===== config.mk =====
export PLATFORM = sky130hd
export DESIGN_NAME = trace_capture_ctrl
export DESIGN_NICKNAME = d
export VERILOG_FILES = /design/src/rtl/trace_ctrl_pkg.sv /design/src/rtl/trace_wr_ptr.sv /design/src/rtl/trace_capture_ctrl.sv
export SDC_FILE = /design/constraint.sdc
export NUM_CORES = 1
export LEC_CHECK = 0
export CORE_MARGIN = 2
export CORE_UTILIZATION = 50
export DETAILED_ROUTE_END_ITERATION = 10
export PLACE_DENSITY = 0.9
export SYNTH_ARGS = -nofsm -noshare
export SYNTH_HDL_FRONTEND = slang
export SYNTH_SLANG_ARGS = --single-unit

===== constraint.sdc =====
create_clock -name clk -period 2.67 [get_ports clk]
set_input_delay 0.534 -clock clk [delete_from_list [all_inputs] [get_ports clk]]
set_output_delay 0.534 -clock clk [all_outputs]
set_load 0.05 [all_outputs]

===== src/rtl/trace_ctrl_pkg.sv =====
// Shared constants for the trace capture controller: FSM encodings and the
// default trace buffer address width.
package trace_ctrl_pkg;

  localparam int TRACE_ADDR_WIDTH = 15;

  localparam logic [1:0] ST_IDLE  = 2'd0;
  localparam logic [1:0] ST_ARMED = 2'd1;
  localparam logic [1:0] ST_POST  = 2'd2;
  localparam logic [1:0] ST_DONE  = 2'd3;

endpackage


===== src/rtl/trace_wr_ptr.sv =====
// Circular write pointer for the trace buffer, with a sticky wrap flag and a
// saturating count of stored samples.
module trace_wr_ptr
  import trace_ctrl_pkg::*;
#(
  parameter int ADDR_WIDTH = TRACE_ADDR_WIDTH
) (
  input  logic                  clk,
  input  logic                  rst,
  input  logic                  clear,
  input  logic                  inc,
  output logic [ADDR_WIDTH-1:0] ptr,
  output logic                  wrapped,
  output logic [ADDR_WIDTH:0]   count
);

  localparam logic [ADDR_WIDTH:0] FULL = {1'b1, {ADDR_WIDTH{1'b0}}};

  // Count stops at the buffer depth; once full, every new sample replaces one.
  always_ff @(posedge clk) begin
    if (rst || clear) begin
      ptr     <= '0;
      wrapped <= 1'b0;
      count   <= '0;
    end else if (inc) begin
      ptr <= ptr + ADDR_WIDTH'(1);
      if (&ptr)
        wrapped <= 1'b1;
      if (count != FULL)
        count <= count + (ADDR_WIDTH + 1)'(1);
    end
  end

endmodule


===== src/rtl/trace_capture_ctrl.sv =====
// Trace capture controller: stores strobed samples into a circular BRAM,
// stops a programmable number of samples after a trigger, and maps host reads.
module trace_capture_ctrl
  import trace_ctrl_pkg::*;
#(
  parameter int ADDR_WIDTH = TRACE_ADDR_WIDTH
) (
  input  logic                  clk,
  input  logic                  rst,
  input  logic                  arm,
  input  logic                  abort,
  input  logic                  sample_valid,
  input  logic                  trigger,
  input  logic [ADDR_WIDTH-1:0] post_trig_len,
  input  logic [ADDR_WIDTH-1:0] host_rd_idx,
  output logic                  bram_we,
  output logic [ADDR_WIDTH-1:0] bram_wr_addr,
  output logic [ADDR_WIDTH-1:0] bram_rd_addr,
  output logic [1:0]            state,
  output logic                  capture_done,
  output logic [ADDR_WIDTH-1:0] trig_addr,
  output logic [ADDR_WIDTH:0]   sample_count
);

  logic [ADDR_WIDTH-1:0] wr_ptr;
  logic [ADDR_WIDTH-1:0] post_cnt;
  logic [ADDR_WIDTH-1:0] oldest;
  logic [1:0]            state_next;
  logic                  wrapped;
  logic                  store;
  logic                  trig_hit;
  logic                  clear;

  // abort and arm both pre-empt any sample arriving in the same cycle.
  assign store    = (state == ST_ARMED || state == ST_POST) && sample_valid && !abort && !arm;
  assign trig_hit = store && (state == ST_ARMED) && trigger;
  assign clear    = arm && !abort;
  assign oldest   = wrapped ? wr_ptr : '0;

  trace_wr_ptr #(
    .ADDR_WIDTH(ADDR_WIDTH)
  ) u_wr_ptr (
    .clk    (clk),
    .rst    (rst),
    .clear  (clear),
    .inc    (store),
    .ptr    (wr_ptr),
    .wrapped(wrapped),
    .count  (sample_count)
  );

  always_comb begin
    state_next = state;
    if (abort)
      state_next = ST_IDLE;
    else if (arm)
      state_next = ST_ARMED;
    else if (trig_hit)
      state_next = (post_trig_len == '0) ? ST_DONE : ST_POST;
    else if (store && state == ST_POST && post_cnt == ADDR_WIDTH'(1))
      state_next = ST_DONE;
  end

  // The sample that drains the post counter is still written on the DONE edge.
  always_ff @(posedge clk) begin
    if (rst) begin
      state        <= ST_IDLE;
      capture_done <= 1'b0;
      bram_we      <= 1'b0;
      bram_wr_addr <= '0;
      bram_rd_addr <= '0;
      trig_addr    <= '0;
      post_cnt     <= '0;
    end else begin
      state        <= state_next;
      capture_done <= (state_next == ST_DONE);
      bram_we      <= store;
      if (store)
        bram_wr_addr <= wr_ptr;
      bram_rd_addr <= oldest + host_rd_idx;
      if (trig_hit) begin
        trig_addr <= wr_ptr;
        post_cnt  <= post_trig_len;
      end else if (store && state == ST_POST) begin
        post_cnt <= post_cnt - ADDR_WIDTH'(1);
      end
    end
  end

endmodule


==> Yosys cells after proc, flatten, opt, wreduce, memory -nomap -nowiden <==
Cells that the tools add are included.
{ "word_totals": {"output_inout_bits": 65, "in_bits": 36, "regBits": 96} }
{ "op_classes": {"n_reduce_logical": 16, "eq_ne": 5, "n_mux": 8, "n_addsub": 4} }
{ "op_table": {"columns": ["operator", "n"], "rows": [
  ["15-bit two-way mux", 3],
  ["16-bit by 1-bit adder with 16-bit output (second input constant)", 1],
  ["16-bit != test (second input constant)", 1],
  ["16-bit AND reduction", 1],
  ["15-bit by 1-bit adder with 15-bit output (second input constant)", 1],
  ["15-bit adder", 1],
  ["15-bit by 1-bit == test with 1-bit output (second input constant)", 1],
  ["15-bit zero test", 1],
  ["15-bit by 1-bit subtractor with 15-bit output (second input constant)", 1],
  ["1-bit logical AND", 8],
  ["2-bit two-way mux", 4],
  ["2-bit == test (second input constant)", 2],
  ["2-bit by 1-bit == test with 1-bit output (second input constant)", 1],
  ["1-bit zero test", 2],
  ["1-bit logical OR", 2],
  ["2-bit AND reduction", 1],
  ["2-bit nonzero test", 1],
  ["1-bit two-way mux", 1]
]} }

==> Logic depth before layout (Yosys ltp) <==
Gate-level depths: netlist of run 1.
{ "depth": {"depth_word": 12, "mapped_depth": 9, "ltp_nobuf": 8} }

==> Modules after synthesis <==
From an unflattened synthesis of run 1, not the netlist that was laid out.
{ "unflattened": {"cells_unflattened": 588, "area_unflattened_um2": 4844.6} }
{ "modules_own_cells": {"columns": ["module", "area_per_inst_um2", "cells_per_inst", "seq_area_each_um2", "n_inst"], "rows": [
  ["trace_capture_ctrl", 3355.7, 419, 1281.2, 1],
  ["trace_wr_ptr", 1488.9, 169, 640.6, 1]
]} }

==> Worst setup path before layout of run 1 <==
OpenSTA, ideal clock, no wires.
{ "synth_timing": {"path_kind": "flip-flop to flip-flop", "start": "register state[0]", "end": "register u_wr_ptr.ptr[13]", "path_stages_with_launch": 8, "required_time_ns": 2.554, "arrival_time_ns": 2.239, "setup_time_ns": 0.116, "period_less_slack_ns": 2.355, "slack_ns": 0.315, "path_cell_list": "dfxtp_1 inv_1 ha_1 nor4b_4 nand4_1 nor2_2 a311oi_1 a41o_1"} }
{ "synth_via": {"elab_chain_cells": 5, "elab_cells_between_ends": 6} }
{ "synth_rtl": {"columns": ["element", "line_no", "source"], "rows": [
  ["start, declared", "trace_capture_ctrl.sv:19", "output logic [1:0] state,"],
  ["start signal, assigned", "trace_capture_ctrl.sv:75", "state <= state_next;"],
  ["2-bit by 1-bit == test with 1-bit output or 2-bit == test (tied branches)", "trace_capture_ctrl.sv:35", "assign store = (state == ST_ARMED || state == ST_POST) && sample_valid && !abort && !arm;"],
  ["1-bit logical OR *", "trace_capture_ctrl.sv:35", null],
  ["1-bit logical AND * (3 in a row)", "trace_capture_ctrl.sv:35", null],
  ["end signal, assigned", "trace_wr_ptr.sv:26", "ptr <= ptr + ADDR_WIDTH'(1);"],
  ["end, declared", "trace_wr_ptr.sv:12", "output logic [ADDR_WIDTH-1:0] ptr,"]
]} }
Every way passes the cells marked *; elsewhere a longest branch is shown, timed or not.
A chain may end at the register's enable or synchronous reset.

==> Worst setup path after layout of run 1 <==
{ "layout_timing": {"start": "register u_wr_ptr.wrapped", "end": "register bram_rd_addr[14]"} }
{ "layout_via": {"elab_chain_cells": 2} }
{ "layout_rtl": {"columns": ["element", "line_no", "source"], "rows": [
  ["start, declared", "trace_wr_ptr.sv:13", "output logic wrapped,"],
  ["start signal, assigned", "trace_wr_ptr.sv:23", "wrapped <= 1'b0;"],
  ["start signal, assigned", "trace_wr_ptr.sv:28", "wrapped <= 1'b1;"],
  ["15-bit two-way mux", "trace_capture_ctrl.sv:38", "assign oldest = wrapped ? wr_ptr : '0;"],
  ["15-bit adder", "trace_capture_ctrl.sv:80", "bram_rd_addr <= oldest + host_rd_idx;"],
  ["end signal, assigned", "trace_capture_ctrl.sv:80", null],
  ["end, declared", "trace_capture_ctrl.sv:18", "output logic [ADDR_WIDTH-1:0] bram_rd_addr,"]
]} }
No other way between the ends.

==> flow_metrics.py, run 1 <==
metrics = {
    "power_and_ir_drop": {
        "combPwrFrac_pct": 9.0,
        "switching_power_w": 0.000707,
        "seq_power_share_pct": 55.4,
        "power_density_nw_per_um2": 427,
        "p_int_w": 0.00191,
        "ir_drop_v": 0.000342,
        "leakage_nw": 2.21,
        "pwr-share-clk_pct": 35.6,
        "switching_share_pct": 27.0,
    },
    "detailed_routing": {
        "drcViolationCount": 0,
        "wl_per_cell_um": 15.7,
        "vias_per_cell": 5.73,
        "drt-total-wl_um": 12800,
        "firstDrtPassIters": 6,
        "drt_iter0_drc": 296,
        "vias": 4687,
        "ant_nets": 0,
    },
    "sta": {
        "relSlewSlack_pct": 60.8,
        "slew_violations": 0,
        "fmax_mhz": 407,
        "hold_viol": 0,
        "setup_viol_count_final": 0,
        "finClkSkew_ns": 0.00831,
        "post-route-period-util_pct": 92.1,
        "tightest_slew_ns": 0.584,
        "min_period_ns": 2.46,
        "rsz0062_at_grt": "false",
        "fin_setup_tns_ns": 0,
    },
    "grt": {
        "track_usage_pct": 24.8,
        "grt_pass1_vias": 4436,
        "grt_pass1_wl_um": 20600,
        "grt_max_degree": 55,
        "grt_overflow": 0,
        "grt_antenna_before_repair": 0,
    },
    "yosys": {
        "synth_fp_nets": 642,
        "yosysSeqAreaShare_pct": 40.4,
        "synth_top_cell_by_area": "dfxtp_1",
        "synth_cell_types": 61,
        "synth_top_area_share_pct": 40.4,
        "synth-seq-cells": 96,
        "ys_warn_count": 0,
        "syn_area_per_cell_sq_um": 8.14,
        "yosysMostFrequentCell": "dfxtp_1",
        "synthArstFlopShare_pct": 0,
        "syn_area_sq_um": 4750,
        "synth_edf_count": 0,
        "synth_area_leaders": "dfxtp_1 40%, nand2_1 7.2%, a21oi_1 6.3%",
        "synth_common_cells": "96 x dfxtp_1, 91 x nand2_1, 60 x a21oi_1",
        "postSynthCellCount": 584,
        "ys.flop_type": "dfxtp_1",
    },
    "die": {
        "die_h_um": 102,
        "pin_count": 101,
        "fp-row-count": 35,
        "initial_core_util_pct": 51.5,
        "die_width_um": 102,
        "die-area_sq_um": 10300,
        "core-area_sq_um": 9240,
    },
    "finish": {
        "fill_cells": 754,
        "stdcell_count": 818,
        "fin_util_pct": 66.3,
        "regArea_sq_um": 1920,
        "nNetsFinal": 742,
        "fin_area_sq_um": 6130,
        "antennaDiodeCount": 0,
        "multi_input_area_sq_um": 2660,
        "layout-drive-gt1-share_pct": 6.53,
        "syn_to_final_growth_pct": 28.8,
    },
    "placement": {
        "hpwl_um": 9460,
        "gp_congestion": 0.970,
        "dp_cells": 802,
        "dpl-instance-area_sq_um": 5930,
        "port_buffers": 100,
    },
    "flow_run": {
        "max_cap_violations": 0,
    },
    "critical_path": {
        "cp_data_arrival_time_ns": 2.72,
        "slowest_stage": "dfxtp_1",
        "crit_path_max_incr_delay_ns": 0.44,
        "path_common_cell": "a21oi_1",
        "cp.required_ns": 2.93,
        "crit_type": "reg -> reg",
        "path_cells": "and2_1 > ha_1 > fa_1 > a21oi_1 > o211ai_1 > a21oi_1 > o21ai_0 > a21bo_2",
        "cp-end-kind": "register",
        "cp_max_fo": 16,
        "critPathLaunchType": "register",
    },
    "clock_network": {
        "numCtsBuffers": 9,
        "clkSinkCount": 96,
        "clkSlewWorstSetupHoldPaths_ns": 0.10,
        "cts-hold-fix-buffers": 0,
        "cts_root_buf": "clkbuf_8",
        "clkLatencyLatePin_ns": 0.36,
        "htree_levels": 3,
        "cts_tree": "done",
        "cts_buffer_depth": 2,
        "post_cts_buffers": 0,
        "cts-resized-gates": 0,
    },
    "run_status": {
        "status": "completed",
    },
    "worst_hold_path": {
        "hold_path.class": "reg -> reg",
    },
}
==> power groups by stage <==
stage | Sequential (W) | Combinational, W | Clock (W)
2_1_floorplan | 0.00153 | 0.0000780 | 0
3_3_place_gp | 0.00148 | 0.000229 | 0
3_5_place_dp | 0.00148 | 0.000233 | 0
4_1_cts | 0.00145 | 0.000235 | 0.000942
5_1_grt | 0.00145 | 0.000252 | 0.00100
6_report | 0.00145 | 0.000236 | 0.000931
==> stage by stage <==
step	worst slack, ns	hold WS [ns]	total power, W
2_1_floorplan	0.315	0.447	0.00161
3_3_place_gp	0.0328	0.447	0.00171
3_5_place_dp	-0.135	0.451	0.00172
4_1_cts	0.148	0.465	0.00263
5_1_grt	0.0772	0.481	0.00271
6_report	0.212	0.465	0.00262
==> layer usage <==
layer | up-vias | GRT usage (%) | routed length (um)
met5 | - | 0 | 0
met4 | 0 | 9.15 | 280
met3 | 26 | 3.73 | 721
met2 | 180 | 41.6 | 6350
met1 | 2233 | 32.2 | 5450
li1 | 2248 | - | -
==> layout make-up <==
class,count,share of cell area (%)
inverter,19,1.16
tap,129,2.63
sequential,96,31.4
timing repair buffer,115,18.3
clock buffer,9,2.02
multi-input combinational,443,43.4
clock inverter,7,1.08
==> flip-flops by register name (all words and copies together), names as in the netlist <==
name and flops:
bram_rd_addr 15, bram_we 1, bram_wr_addr 15, capture_done 1, post_cnt 15, state 2, trig_addr 15, u_wr_ptr.count 16
u_wr_ptr.ptr 15, u_wr_ptr.wrapped 1
==> path summary, 6_finish.rpt <==
check	start	endpoint	slack (ns)	cells past startpoint
worst max-delay path	u_wr_ptr.wrapped	bram_rd_addr[14]	0.21	8
worst min-delay path	trig_addr[14]	trig_addr[14]	0.46	2
worst min register to register	trig_addr[14]	trig_addr[14]	0.46	2
worst max register to register	u_wr_ptr.wrapped	bram_rd_addr[14]	0.21	8
==> critical path, delay by kind of cell (launching register included) <==
| kind | cells | cell delay (ns) |
|---|---|---|
| flops | 1 | 0.44 |
| compound gates | 5 | 1.07 |
| fa+ha+maj | 2 | 0.61 |
| simple gates | 1 | 0.23 |
==> logic make-up (layout without fill, tap and decap cells) <==
kind of cell	after synthesis	after routing	share of synthesized area, %
adder cells (fa/ha/maj)	22	22	5.95
multiplexers	3	3	0.684
buffers and inverters	45	150	3.87
AND/OR/NAND/NOR	261	261	27.3
AO/OA/AOI/OAI	123	123	15.6
XOR/XNOR	34	34	6.26
flip-flops	96	96	40.4
==> placed cells by master (no fill, tap or decap), types with 8 or more instances in the layout <==
cell type,synthesis,layout
nor4_1,9,9
or3_1,8,8
inv_1,19,19
a21oi_1,60,60
nand4_1,10,10
xnor2_1,20,20
clkdlybuf4s50_1,0,99
xor2_1,14,14
nand3_1,18,18
and2_1,18,18
nor3_1,19,19
dfxtp_1,96,96
nand2_1,91,91
nor2_1,56,56
ha_1,21,21
o21ai_0,21,21
clkbuf_8,0,9
buf_4,1,14
Power figures use the tool's default switching activity.
==> inputs of run 2 (changes only) <==
--- a/config.mk
+++ b/config.mk
@@ -5,6 +5,7 @@
 export SDC_FILE = /design/constraint.sdc
 export NUM_CORES = 1
 export LEC_CHECK = 0
+export CAP_MARGIN = 20
 export CORE_MARGIN = 2
 export CORE_UTILIZATION = 50
 export DETAILED_ROUTE_END_ITERATION = 10
==> results of run 2 <==
No change in the layout: final DEF, timing and power equal those of run 1.
==> inputs of run 3 (changes only) <==
--- a/config.mk
+++ b/config.mk
@@ -10,6 +10,7 @@
 export CORE_UTILIZATION = 50
 export DETAILED_ROUTE_END_ITERATION = 10
 export PLACE_DENSITY = 0.9
+export SETUP_SLACK_MARGIN = 0.1
 export SYNTH_ARGS = -nofsm -noshare
 export SYNTH_HDL_FRONTEND = slang
 export SYNTH_SLANG_ARGS = --single-unit
==> run 3 against run 2 <==
Against the previous run:
- register-to-register slack better by 0.02 ns
- global-route usage unchanged
- routed wire length increased by 0.32%
- first-iteration DRC count is 3.7% higher
- sequential share of layout area about the same
- utilization about the same
- sequential power about the same
- combinational power is essentially flat
- cell area about the same
- hold slack about the same
==> flow_metrics.py, run 3 (synthesis gave the netlist of run 1 again) <==
metrics = {
    "detailed_routing": {
        "drcViolationCount": 0,
        "firstDrtPassIters": 5,
        "vias_per_cell": 5.76,
        "wl_per_cell_um": 15.7,
        "drt_iter0_drc": 307,
        "vias": 4708,
        "drt-total-wl_um": 12800,
        "ant_nets": 0,
    },
    "clock_network": {
        "cts_buffer_depth": 2,
        "clkSlewWorstSetupHoldPaths_ns": 0.10,
        "numCtsBuffers": 9,
        "clkLatencyLatePin_ns": 0.36,
        "post_cts_buffers": 0,
        "cts_tree": "done",
        "clkSinkCount": 96,
        "htree_levels": 3,
        "cts_root_buf": "clkbuf_8",
    },
    "worst_hold_path": {
        "hold_path.class": "reg -> reg",
    },
    "sta": {
        "slew_violations": 0,
        "fin_setup_tns_ns": 0,
        "min_period_ns": 2.44,
        "setup_slack_ns": 0.228,
        "rsz0062_at_grt": "false",
        "tightest_slew_ns": 0.601,
        "relSlewSlack_pct": 59.7,
        "setup_viol_count_final": 0,
        "post-route-period-util_pct": 91.5,
        "finClkSkew_ns": 0.00967,
        "fmax_mhz": 409,
        "hold_viol": 0,
    },
    "grt": {
        "grt_antenna_before_repair": 0,
        "grt_overflow": 0,
        "grt_max_degree": 55,
        "grt_pass1_wl_um": 20600,
        "track_usage_pct": 24.8,
        "grt_pass1_vias": 4436,
    },
    "critical_path": {
        "crit_cells": 7,
        "r2r_end": "bram_rd_addr[13]",
        "path_cells": "and2_1 > ha_1 > a21oi_1 > o21bai_1 > a221o_1 > a21oi_1 > mux2_2",
        "rr_worst_depth": 7,
        "path_common_cell": "a21oi_1",
        "crit_end": "bram_rd_addr[13]",
        "cp_data_arrival_time_ns": 2.70,
        "cp_max_fo": 16,
        "reg2reg_slack_ns": 0.23,
        "crit_buf_inv": 0,
        "cp.required_ns": 2.93,
        "startpoint": "u_wr_ptr.wrapped",
        "cp-end-kind": "register",
        "crit_type": "reg -> reg",
        "cp_top_family": "compound AO/OA/AOI/OAI gates",
        "crit_path_max_incr_delay_ns": 0.58,
        "r2r_start": "u_wr_ptr.wrapped",
        "critPathLaunchType": "register",
        "slowest_stage": "dfxtp_1",
    },
    "placement": {
        "hpwl_um": 9460,
        "gp_congestion": 0.970,
        "port_buffers": 100,
        "pre_cts_ws_ns": -0.135,
        "dp_cells": 802,
        "dpl-instance-area_sq_um": 5930,
    },
    "power_and_ir_drop": {
        "power_density_nw_per_um2": 428,
        "seq_power_share_pct": 55.3,
        "pwr-share-clk_pct": 35.6,
        "combPwrFrac_pct": 9.0,
        "switching_share_pct": 27.1,
        "switching_power_w": 0.000711,
        "leakage_nw": 2.21,
        "p_int_w": 0.00191,
        "ir_drop_v": 0.000342,
    },
    "die": {
        "fp-row-count": 35,
        "die-area_sq_um": 10300,
        "die_width_um": 102,
        "core-area_sq_um": 9240,
        "die_h_um": 102,
        "pin_count": 101,
        "initial_core_util_pct": 51.5,
    },
    "finish": {
        "largest_register_ffs": 16,
        "layout_common_cells": "99 x clkdlybuf4s50_1, 96 x dfxtp_1, 91 x nand2_1",
        "layout-drive-gt1-share_pct": 6.68,
        "antennaDiodeCount": 0,
        "final_common_cell": "clkdlybuf4s50_1",
        "syn_to_final_growth_pct": 28.9,
        "top_register": "u_wr_ptr.count",
        "fill_cells": 757,
        "nNetsFinal": 742,
        "fin_area_sq_um": 6130,
        "fin_util_pct": 66.3,
        "stdcell_count": 818,
    },
    "run_status": {
        "status": "completed",
    },
    "flow_run": {
        "max_cap_violations": 0,
    },
}
==> run 3: repair_timing <==
action,CTS,global route
hold buffers,0,0
setup endpoints to repair,0,3
gates resized for setup,0,2
==> run 3: metrics by stage <==
| step | total power [W] | hold slack (ns) |
|---|---|---|
| global route | 0.00271 | 0.481 |
| global placement | 0.00171 | 0.447 |
| finish | 0.00262 | 0.465 |
| CTS | 0.00263 | 0.465 |
| detailed placement | 0.00172 | 0.451 |
| floorplan | 0.00161 | 0.447 |
==> run 3: cell type report <==
type	count	area, sq um	share of cell area [%]
Timing Repair Buffer	115	1120	18.3
Clock buffer	9	124	2.02
Tap cell	129	161	2.63
Clock inverter	7	66.3	1.08
Sequential cell	96	1920	31.4
Inverter	19	71.3	1.16
Multi-Input combinational cell	443	2660	43.5
==> run 3: power by group through the flow <==
stage                     combinational, W  clock (W)  sequential (W)
after global routing              0.000252    0.00100         0.00145
after detailed placement          0.000233          0         0.00148
after CTS                         0.000235   0.000942         0.00145
after floorplan                  0.0000780          0         0.00153
final                             0.000237   0.000934         0.00145
after global placement            0.000229          0         0.00148
==> run 3: layer usage <==
metal  vias up  routed length (um)  track usage, %
met2       191                6330            41.6
met4         0                 274            9.15
li1       2248                   -               -
met3        23                 821            3.73
met1      2246                5420            32.2
met5         -                   0               0
==> run 3: how the worst min path moves through the flow <==
| stage | startpoint | end | cells past startpoint |
|---|---|---|---|
| final | trig_addr[14] | trig_addr[14] | 2 |
| after global routing | bram_wr_addr[14] | bram_wr_addr[14] | 2 |
| after CTS | trig_addr[14] | trig_addr[14] | 2 |
| after detailed placement | trig_addr[14] | trig_addr[14] | 2 |
| after global placement | bram_wr_addr[14] | bram_wr_addr[14] | 2 |
| after floorplan | post_cnt[10] | post_cnt[10] | 2 |
==> run 3: worst reg2reg max path, stage by stage, from the launching register on <==
cell and delay (ns):
dfxtp_1 0.58, and2_1 0.25, ha_1 0.31, a21oi_1 0.26
o21bai_1 0.11, a221o_1 0.34, a21oi_1 0.14, mux2_2 0.34
